--- config.mk ---
export PLATFORM = sky130hd
export DESIGN_NAME = operand_loader_flat
export DESIGN_NICKNAME = d
export VERILOG_FILES = /design/src/rtl/operand_loader_pkg.sv /design/src/rtl/operand_loader_if.sv /design/src/rtl/operand_loader_button_debounce.sv /design/src/rtl/operand_loader.sv /design/src/flat_wrapper.sv
export SDC_FILE = /design/constraint.sdc
export NUM_CORES = 1
export LEC_CHECK = 0
export BUFFER_PORTS_ARGS = -buffer_cell sky130_fd_sc_hd__buf_2
export CAP_MARGIN = 15
export CORE_MARGIN = 2
export CORE_UTILIZATION = 60
export CTS_CLUSTER_SIZE = 28
export DETAILED_ROUTE_END_ITERATION = 10
export PLACE_DENSITY = 0.83
export SYNTH_ARGS = -nofsm -noshare
export SYNTH_HDL_FRONTEND = slang
export SYNTH_SLANG_ARGS = --single-unit
--- constraint.sdc ---
create_clock -name clk -period 5.2 [get_ports clk]
set_input_delay 0.52 -clock clk [delete_from_list [all_inputs] [get_ports clk]]
set_output_delay 0.52 -clock clk [all_outputs]
set_load 0.005 [all_outputs]
--- src/rtl/operand_loader_pkg.sv ---
// Shared types for the calculator operand path: loader FSM states and operation codes.
package calc_pkg;

  typedef enum logic [1:0] {
    S_LOAD_A  = 2'd0,
    S_LOAD_B  = 2'd1,
    S_LOAD_OP = 2'd2,
    S_SHOW    = 2'd3
  } load_state_t;

  localparam logic OP_ADD = 1'b0;
  localparam logic OP_SUB = 1'b1;

endpackage

--- src/rtl/operand_loader_if.sv ---
// Operand bus between the loader and the calculator: switch inputs in, registered operand set out.
interface operand_loader_if #(
  parameter int WIDTH = 6
);

  logic [WIDTH-1:0] sw;
  logic             sw_op;
  logic [WIDTH-1:0] A;
  logic [WIDTH-1:0] B;
  logic             Add_Sub;
  logic             valid;
  logic             calc_strobe;
  logic [1:0]       stage;

  modport master (
    input  sw, sw_op,
    output A, B, Add_Sub, valid, calc_strobe, stage
  );

  modport slave (
    output sw, sw_op,
    input  A, B, Add_Sub, valid, calc_strobe, stage
  );

endinterface

--- src/rtl/operand_loader_button_debounce.sv ---
// Synchronises and debounces an active-low push-button; press_o pulses one cycle per debounced press.
// Latency from first low sample to press_o: SYNC_STAGES + DEBOUNCE_CYCLES + 1 cycles.
module button_debounce #(
  parameter int DEBOUNCE_CYCLES = 500000,
  parameter int SYNC_STAGES     = 2
) (
  input  logic clk,
  input  logic rst_n,
  input  logic button_i,
  output logic press_o
);

  localparam int            CW      = $clog2(DEBOUNCE_CYCLES + 1);
  localparam logic [CW-1:0] CNT_MAX = CW'(DEBOUNCE_CYCLES);

  logic [SYNC_STAGES-1:0] sync_q;
  logic [SYNC_STAGES-1:0] fill_q;
  logic                   sync;
  logic [CW-1:0]          cnt_q, cnt_d;
  logic                   level_q, level_d;
  logic                   level_dly_q;
  logic                   armed_q, armed_d;
  logic                   press_q, press_d;

  assign sync = sync_q[SYNC_STAGES-1];

  always_comb begin
    level_d = level_q;
    cnt_d   = '0;
    if (sync != level_q) begin
      if (cnt_q == CNT_MAX) begin
        level_d = sync;
      end else begin
        cnt_d = cnt_q + CW'(1);
      end
    end
    // Only arm once the chain holds real samples and has seen the key released,
    // so a key held through reset never produces a press.
    armed_d = armed_q | (fill_q[SYNC_STAGES-1] & sync);
    press_d = armed_q & level_dly_q & ~level_q;
  end

  always_ff @(posedge clk or negedge rst_n) begin
    if (!rst_n) begin
      sync_q      <= '1;
      fill_q      <= '0;
      cnt_q       <= '0;
      level_q     <= 1'b1;
      level_dly_q <= 1'b1;
      armed_q     <= 1'b0;
      press_q     <= 1'b0;
    end else begin
      sync_q      <= {sync_q[SYNC_STAGES-2:0], button_i};
      fill_q      <= {fill_q[SYNC_STAGES-2:0], 1'b1};
      cnt_q       <= cnt_d;
      level_q     <= level_d;
      level_dly_q <= level_q;
      armed_q     <= armed_d;
      press_q     <= press_d;
    end
  end

  assign press_o = press_q;

endmodule

--- src/rtl/operand_loader.sv ---
// Loads A, B and Add_Sub from the switches over successive debounced presses, then shows the set.
// Outputs update the cycle after a press; calc_strobe pulses once when the set completes.
module operand_loader
  import calc_pkg::*;
#(
  parameter int WIDTH           = 6,
  parameter int DEBOUNCE_CYCLES = 500000,
  parameter int SYNC_STAGES     = 2
) (
  input  logic              clk,
  input  logic              rst_n,
  input  logic              button,
  operand_loader_if.master  bus
);

  load_state_t      state_q, state_d;
  logic [WIDTH-1:0] a_q, a_d;
  logic [WIDTH-1:0] b_q, b_d;
  logic             op_q, op_d;
  logic             valid_q, valid_d;
  logic             strobe_q, strobe_d;
  logic             press;

  button_debounce #(
    .DEBOUNCE_CYCLES (DEBOUNCE_CYCLES),
    .SYNC_STAGES     (SYNC_STAGES)
  ) u_deb (
    .clk      (clk),
    .rst_n    (rst_n),
    .button_i (button),
    .press_o  (press)
  );

  always_comb begin
    state_d  = state_q;
    a_d      = a_q;
    b_d      = b_q;
    op_d     = op_q;
    valid_d  = valid_q;
    strobe_d = 1'b0;
    if (press) begin
      case (state_q)
        S_LOAD_A: begin
          a_d     = bus.sw;
          state_d = S_LOAD_B;
        end
        S_LOAD_B: begin
          b_d     = bus.sw;
          state_d = S_LOAD_OP;
        end
        S_LOAD_OP: begin
          op_d     = bus.sw_op;
          valid_d  = 1'b1;
          strobe_d = 1'b1;
          state_d  = S_SHOW;
        end
        S_SHOW: begin
          // Operands are kept so the display shows the last set until overwritten.
          valid_d = 1'b0;
          state_d = S_LOAD_A;
        end
        default: begin
          valid_d = 1'b0;
          state_d = S_LOAD_A;
        end
      endcase
    end
  end

  always_ff @(posedge clk or negedge rst_n) begin
    if (!rst_n) begin
      state_q  <= S_LOAD_A;
      a_q      <= '0;
      b_q      <= '0;
      op_q     <= OP_ADD;
      valid_q  <= 1'b0;
      strobe_q <= 1'b0;
    end else begin
      state_q  <= state_d;
      a_q      <= a_d;
      b_q      <= b_d;
      op_q     <= op_d;
      valid_q  <= valid_d;
      strobe_q <= strobe_d;
    end
  end

  assign bus.A           = a_q;
  assign bus.B           = b_q;
  assign bus.Add_Sub     = op_q;
  assign bus.valid       = valid_q;
  assign bus.calc_strobe = strobe_q;
  assign bus.stage       = state_q;

endmodule

--- src/flat_wrapper.sv ---
// flat-port wrapper written by rule: the top's interface ports become plain ports
module operand_loader_flat import calc_pkg::*;
#(
  parameter int WIDTH           = 6,
  parameter int DEBOUNCE_CYCLES = 500000,
  parameter int SYNC_STAGES     = 2
)
  (clk, rst_n, button, bus_sw, bus_sw_op, bus_A, bus_B, bus_Add_Sub, bus_valid, bus_calc_strobe, bus_stage);
  operand_loader_if #(.WIDTH(WIDTH)) bus_i ();
  input  logic clk;
  input  logic rst_n;
  input  logic button;
  input wire logic [$bits(bus_i.sw)-1:0] bus_sw;
  input wire logic [$bits(bus_i.sw_op)-1:0] bus_sw_op;
  output wire logic [$bits(bus_i.A)-1:0] bus_A;
  output wire logic [$bits(bus_i.B)-1:0] bus_B;
  output wire logic [$bits(bus_i.Add_Sub)-1:0] bus_Add_Sub;
  output wire logic [$bits(bus_i.valid)-1:0] bus_valid;
  output wire logic [$bits(bus_i.calc_strobe)-1:0] bus_calc_strobe;
  output wire logic [$bits(bus_i.stage)-1:0] bus_stage;
  assign bus_i.sw = bus_sw;
  assign bus_i.sw_op = bus_sw_op;
  assign bus_A = bus_i.A;
  assign bus_B = bus_i.B;
  assign bus_Add_Sub = bus_i.Add_Sub;
  assign bus_valid = bus_i.valid;
  assign bus_calc_strobe = bus_i.calc_strobe;
  assign bus_stage = bus_i.stage;
  operand_loader #(.WIDTH(WIDTH), .DEBOUNCE_CYCLES(DEBOUNCE_CYCLES), .SYNC_STAGES(SYNC_STAGES)) u_core (.clk(clk), .rst_n(rst_n), .button(button), .bus(bus_i));
endmodule
# Yosys cells after proc, flatten, opt, wreduce, memory -nomap -nowiden
# Cells that the tools add are included.
[word_totals]
register_bits = 44
in_bits = 10
output_inout_bits = 17
elab_cells = 37
[op_classes]
n_addsub = 1
n_eq_ne = 5
mux = 6
bitwise_logic = 5
reduce_logical = 7
[op_table]
columns = ["operator", "n"]
rows = [
  ["19-bit two-way mux", 2],
  ["19-bit by 1-bit adder with 19-bit output, second input constant", 1],
  ["19-bit equality test, second input constant", 1],
  ["2-bit AND reduction", 5],
  ["2-bit one-hot mux with 4 select lines", 1],
  ["2-bit equality test, second input constant", 2],
  ["1-bit AND", 3],
  ["2-bit by 1-bit equality test with 1-bit output, second input constant", 1],
  ["2-bit logical NOT", 1],
  ["1-bit two-way mux", 2],
  ["1-bit one-hot mux with 2 select lines", 1],
  ["2-bit nonzero test", 1],
  ["1-bit != test", 1],
  ["1-bit inverter", 1],
  ["1-bit OR", 1],
]

# Longest topological paths before layout
[depth]
depth_word = 3
depth_mapped = 7

# Hierarchy
# Synthesis repeated with hierarchy kept, for this count alone.
[hier_totals]
hier_cells = 160
area_unflattened_um2 = 1930.6
[modules_own_cells]
columns = ["module", "n_inst", "cells_per_inst", "area_each_um2", "seq_area_each_um2"]
rows = [
  ["button_debounce", 1, 115, 1246.2, 680.7],
  ["operand_loader", 1, 45, 684.4, 425.4],
]

# Worst setup path before layout
# OpenSTA, ideal clock, no wires.
[synth_path]
path_kind = "register to register"
from = "reg u_core.u_deb.cnt_q[0]"
to = "reg u_core.u_deb.cnt_q[16]"
arrival_time_ns = 1.577
t_required_ns = 5.122
path_slack_ns = 3.545
path_stages_with_launch = 6
n_path_buf = 0
synth_period_minus_slack_ns = 1.655
path_cell_list = "dfrtp_1 > ha_1 > nand3_1 > or2_2 > or3_2 > a21oi_1"
[synth_via]
elab_chain_cells = 3
[synth_rtl]
columns = ["item", "line_no", "rtl"]
rows = [
  ["from (decl)", "operand_loader_button_debounce.sv:19", "logic [CW-1:0] cnt_q, cnt_d;"],
  ["from (signal assigned)", "operand_loader_button_debounce.sv:55", "cnt_q <= cnt_d;"],
  ["19-bit by 1-bit adder with 19-bit output or 19-bit equality test (tied branches)", "operand_loader_button_debounce.sv:34, operand_loader_button_debounce.sv:31", ""],
  ["19-bit two-way mux (*)", "operand_loader_button_debounce.sv:31", "if (cnt_q == CNT_MAX) begin"],
  ["19-bit two-way mux (*)", "operand_loader_button_debounce.sv:30", "if (sync != level_q) begin"],
  ["via u_core.u_deb.cnt_d[16]", "operand_loader_button_debounce.sv:19", ""],
]
# Mark *: on every way through the listed nets, which the timed path passes. The rest lies on a longest branch.
# A chain may end at the register's enable or synchronous reset.

# Worst setup path after layout
[layout_path]
from = "reg u_core.u_deb.cnt_q[3]"
to = "reg u_core.u_deb.cnt_q[18]"
# The elaborated chain is that of the path after synthesis.

==> load_flow_metrics.sql <==
INSERT INTO impl_metrics (metric_group, metric, value, unit) VALUES
('floorplan', 'initial_utilization', '63.2', '%'),
('setup_path', 'cp_cell_sequence', 'nand4_1, or2_2, or4_1, a21oi_1', ''),
('floorplan', 'placementRows', '20', ''),
('power', 'leakage', '0.958', 'nW'),
('cts', 'cts.sink_count', '44', ''),
('global_route', 'grt_antenna_before_repair', '0', ''),
('detailed_routing', 'wl_per_cell', '13.5', 'um'),
('sta', 'timing.final.max_slew_violations', '0', ''),
('worst_hold_path', 'min_path_type', 'input port to flop', ''),
('setup_path', 'crit_buf_inv', '0', ''),
('worst_hold_path', 'timing.hold.worst_path_depth', '1', ''),
('layout', 'most_common_library_cell_in_the_layout_ignoring_fill_and_taps', 'dfrtp_1', ''),
('sta', 'final.min_clock_period', '2.06', 'ns'),
('synth', 'synth_top_area_cell', 'dfrtp_1', ''),
('cts', 'h-tree-depth', '2', ''),
('floorplan', 'design.core.area', '3050', 'sq um'),
('synth', 'syn-instance-count', '161', ''),
('synth', 'syn_nets', '178', ''),
('sta', 'worst_pin_slew', '0.936', 'ns'),
('global_route', 'grt.total_usage', '20.4', '%'),
('sta', 'final_min_period_over_clock_period', '39.6', '%'),
('status', 'run_status', 'completed', ''),
('setup_path', 'start_kind', 'flop', ''),
('global_route', 'global_route_wire_length_before_repair', '5.38', 'mm'),
('power', 'vdd_drop_max', '0.201', 'mV'),
('setup_path', 'worst-path-stages', '4', ''),
('cts', 'cts_hold_repair.buffers', '0', ''),
('detailed_routing', 'antenna_violating_nets_post_route', '0', ''),
('cts', 'clk_transition_reported_paths', '0.12', 'ns'),
('synth', 'yosys_most_used_dff', 'dfrtp_1', ''),
('layout', 'mostFrequentLayoutCells', 'dfrtp_1, buf_2, nor2_1', ''),
('setup_path', 'cp_slowest_cell', 'or2_2', ''),
('sta', 'number_of_failing_setup_endpoints_in_the_final_timing_report', '0', ''),
('setup_path', 'timing.critical_path.arrival', '2.34', 'ns'),
('job', 'drv_cap', '0', ''),
('synth', 'syn_avg_cell_area', '12.0', 'sq um'),
('setup_path', 'crit_family', 'simple AND/OR/NAND/NOR gates', ''),
('detailed_routing', 'drt_first_iter_violations', '46', ''),
('synth', 'largest_cells_by_area_after_synthesis', 'dfrtp_1, mux2_2, dfstp_2', ''),
('sta', 'slew_limit_headroom', '37.6', '%'),
('synth', 'syn-cell-area', '1930', 'sq um'),
('setup_path', 'critPathKind', 'flop to flop', ''),
('sta', 'post-route-worst-setup-slack', '3.14', 'ns'),
('synth', 'synth_async_sr_flop_share', '100', '%'),
('layout', 'antenna_cells', '0', ''),
('placement', 'place_worst_setup_slack', '3.18', 'ns'),
('sta', 'finClkSkew', '0.0113', 'ns'),
('detailed_routing', 'via_per_inst', '5.41', ''),
('synth', 'count_of_different_cell_masters_after_synthesis', '34', ''),
('sta', 'setup_total_negative_slack', '0', 'ns'),
('placement', 'place_congestion', '0.784', ''),
('floorplan', 'floorplan.die.width', '60.7', 'um'),
('synth', 'ys_seq_area_share', '57.4', '%'),
('synth', 'ys.warnings.count', '0', ''),
('setup_path', 'endpoint_kind', 'flop', ''),
('layout', 'design.final.nets', '209', ''),
('setup_path', 'reg2reg_depth', '4', ''),
('detailed_routing', 'drt_pass1_iterations', '4', ''),
('global_route', 'grt_pass1_vias', '1258', ''),
('cts', 'clk_path_buf_depth', '2', ''),
('synth', 'post_synth_edffs', '0', ''),
('cts', 'cts_made_buffers', '5', ''),
('setup_path', 'critPathMaxStageDelay', '0.50', 'ns'),
('detailed_routing', 'route.vias.total', '1281', ''),
('global_route', 'grt_overflow', '0', ''),
('placement', 'dp_hpwl', '2.34', 'mm'),
('detailed_routing', 'routed_wl', '3.20', 'mm'),
('synth', 'ys_seq_elements', '44', ''),
('global_route', 'grt_max_degree', '45', ''),
('setup_path', 'worstPathMaxFanout', '11', ''),
('layout', 'layout-area-overhead-vs-synth', '13.2', '%');
worst register-to-register path, stage by stage, from the launching register on:
cell     delay, ns
dfrtp_1       0.47
nand4_1       0.44
or2_2         0.50
or4_1         0.41
a21oi_1       0.16
cell usage after synthesis (all sizes together) (2+ instances only):
master  count
inv        10
xor2        4
mux2       14
and3        2
nand3       7
nand2       7
or3         2
a21oi       3
nor4        5
nor3        4
dfrtp      40
o21ai       4
dfstp       4
nor2       18
xnor2      11
nand4       4
ha          7
o31ai       2
registers in the layout, summed over array words and instances, names as in the netlist:
name,cells
u_core.bus.valid,1
u_core.bus.B,6
u_core.bus.Add_Sub,1
u_core.u_deb.level_dly_q,1
u_core.u_deb.press_o,1
u_core.bus.A,6
u_core.bus.stage,2
u_core.u_deb.cnt_q,19
u_core.u_deb.level_q,1
u_core.u_deb.armed_q,1
u_core.bus.calc_strobe,1
u_core.u_deb.sync_q,2
u_core.u_deb.fill_q,2
power breakdown:
| group | total (mW) | internal (mW) | switching [mW] |
|---|---|---|---|
| combinational | 0.0282 | 0.0120 | 0.0162 |
| clock | 0.207 | 0.100 | 0.107 |
| sequential | 0.356 | 0.351 | 0.00508 |
| total | 0.591 | 0.463 | 0.128 |
through the flow:
stage / utilization (%) / cell area [sq um] / power (mW) / cells / hold slack [ns]
4_1_cts: 71.5 / 2180 / 0.598 / 237 / 0.243
3_5_place_dp: 68.9 / 2100 / 0.392 / 229 / 0.340
6_report: 71.5 / 2180 / 0.591 / 237 / 0.260
2_1_floorplan: - / 1930 / 0.374 / 161 / 0.224
5_1_grt: 71.5 / 2180 / 0.616 / 237 / 0.246
3_3_place_gp: 68.9 / 2100 / 0.389 / 229 / 0.334
final cells by class:
type                       count  area, sq um
multi-input combinational    105          773
clock inverter                 3         42.5
inverter                      10         37.5
sequential                    44         1110
fill                         253          871
timing repair buffer          26          130
tap                           44         55.1
clock buffer                   5         37.5
logic make-up (layout without fill, tap and decap cells):
logic type / after synthesis / count (layout) / synth area share (%)
XOR/XNOR: 15 / 15 / 6.81
AND/OR/NAND/NOR: 56 / 56 / 15.8
buffers and inverters: 12 / 44 / 2.53
other: 1 / 1 / 0.194
multiplexers: 14 / 14 / 8.18
flip-flops: 44 / 44 / 57.4
adder cells (fa/ha/maj): 7 / 7 / 4.54
AO/OA/AOI/OAI: 12 / 12 / 4.61
routing by layer:
layer,wire length (um),vias to the layer above,GRT usage [%],part of all wire [%]
met3,174,5,6.40,5.4
met4,52,0,8.39,1.6
li1,-,614,-,-
met2,1720,30,37.2,54
met1,1250,632,21.6,39
met5,0,-,0,0
final timing paths:
check / start / end / slack (ns)
hold / removal: button / u_core.u_deb.sync_q[0] / 0.26
max in group asynchronous: rst_n / u_core.u_deb.cnt_q[18] / 4.32
min in group asynchronous: rst_n / u_core.bus.A[4] / 0.29
setup reg to reg: u_core.u_deb.cnt_q[3] / u_core.u_deb.cnt_q[18] / 3.14
setup / recovery: u_core.u_deb.cnt_q[3] / u_core.u_deb.cnt_q[18] / 3.14
hold reg to reg: u_core.u_deb.fill_q[0] / u_core.u_deb.fill_q[1] / 0.37
Note: power is estimated with default switching activity, not from simulation.
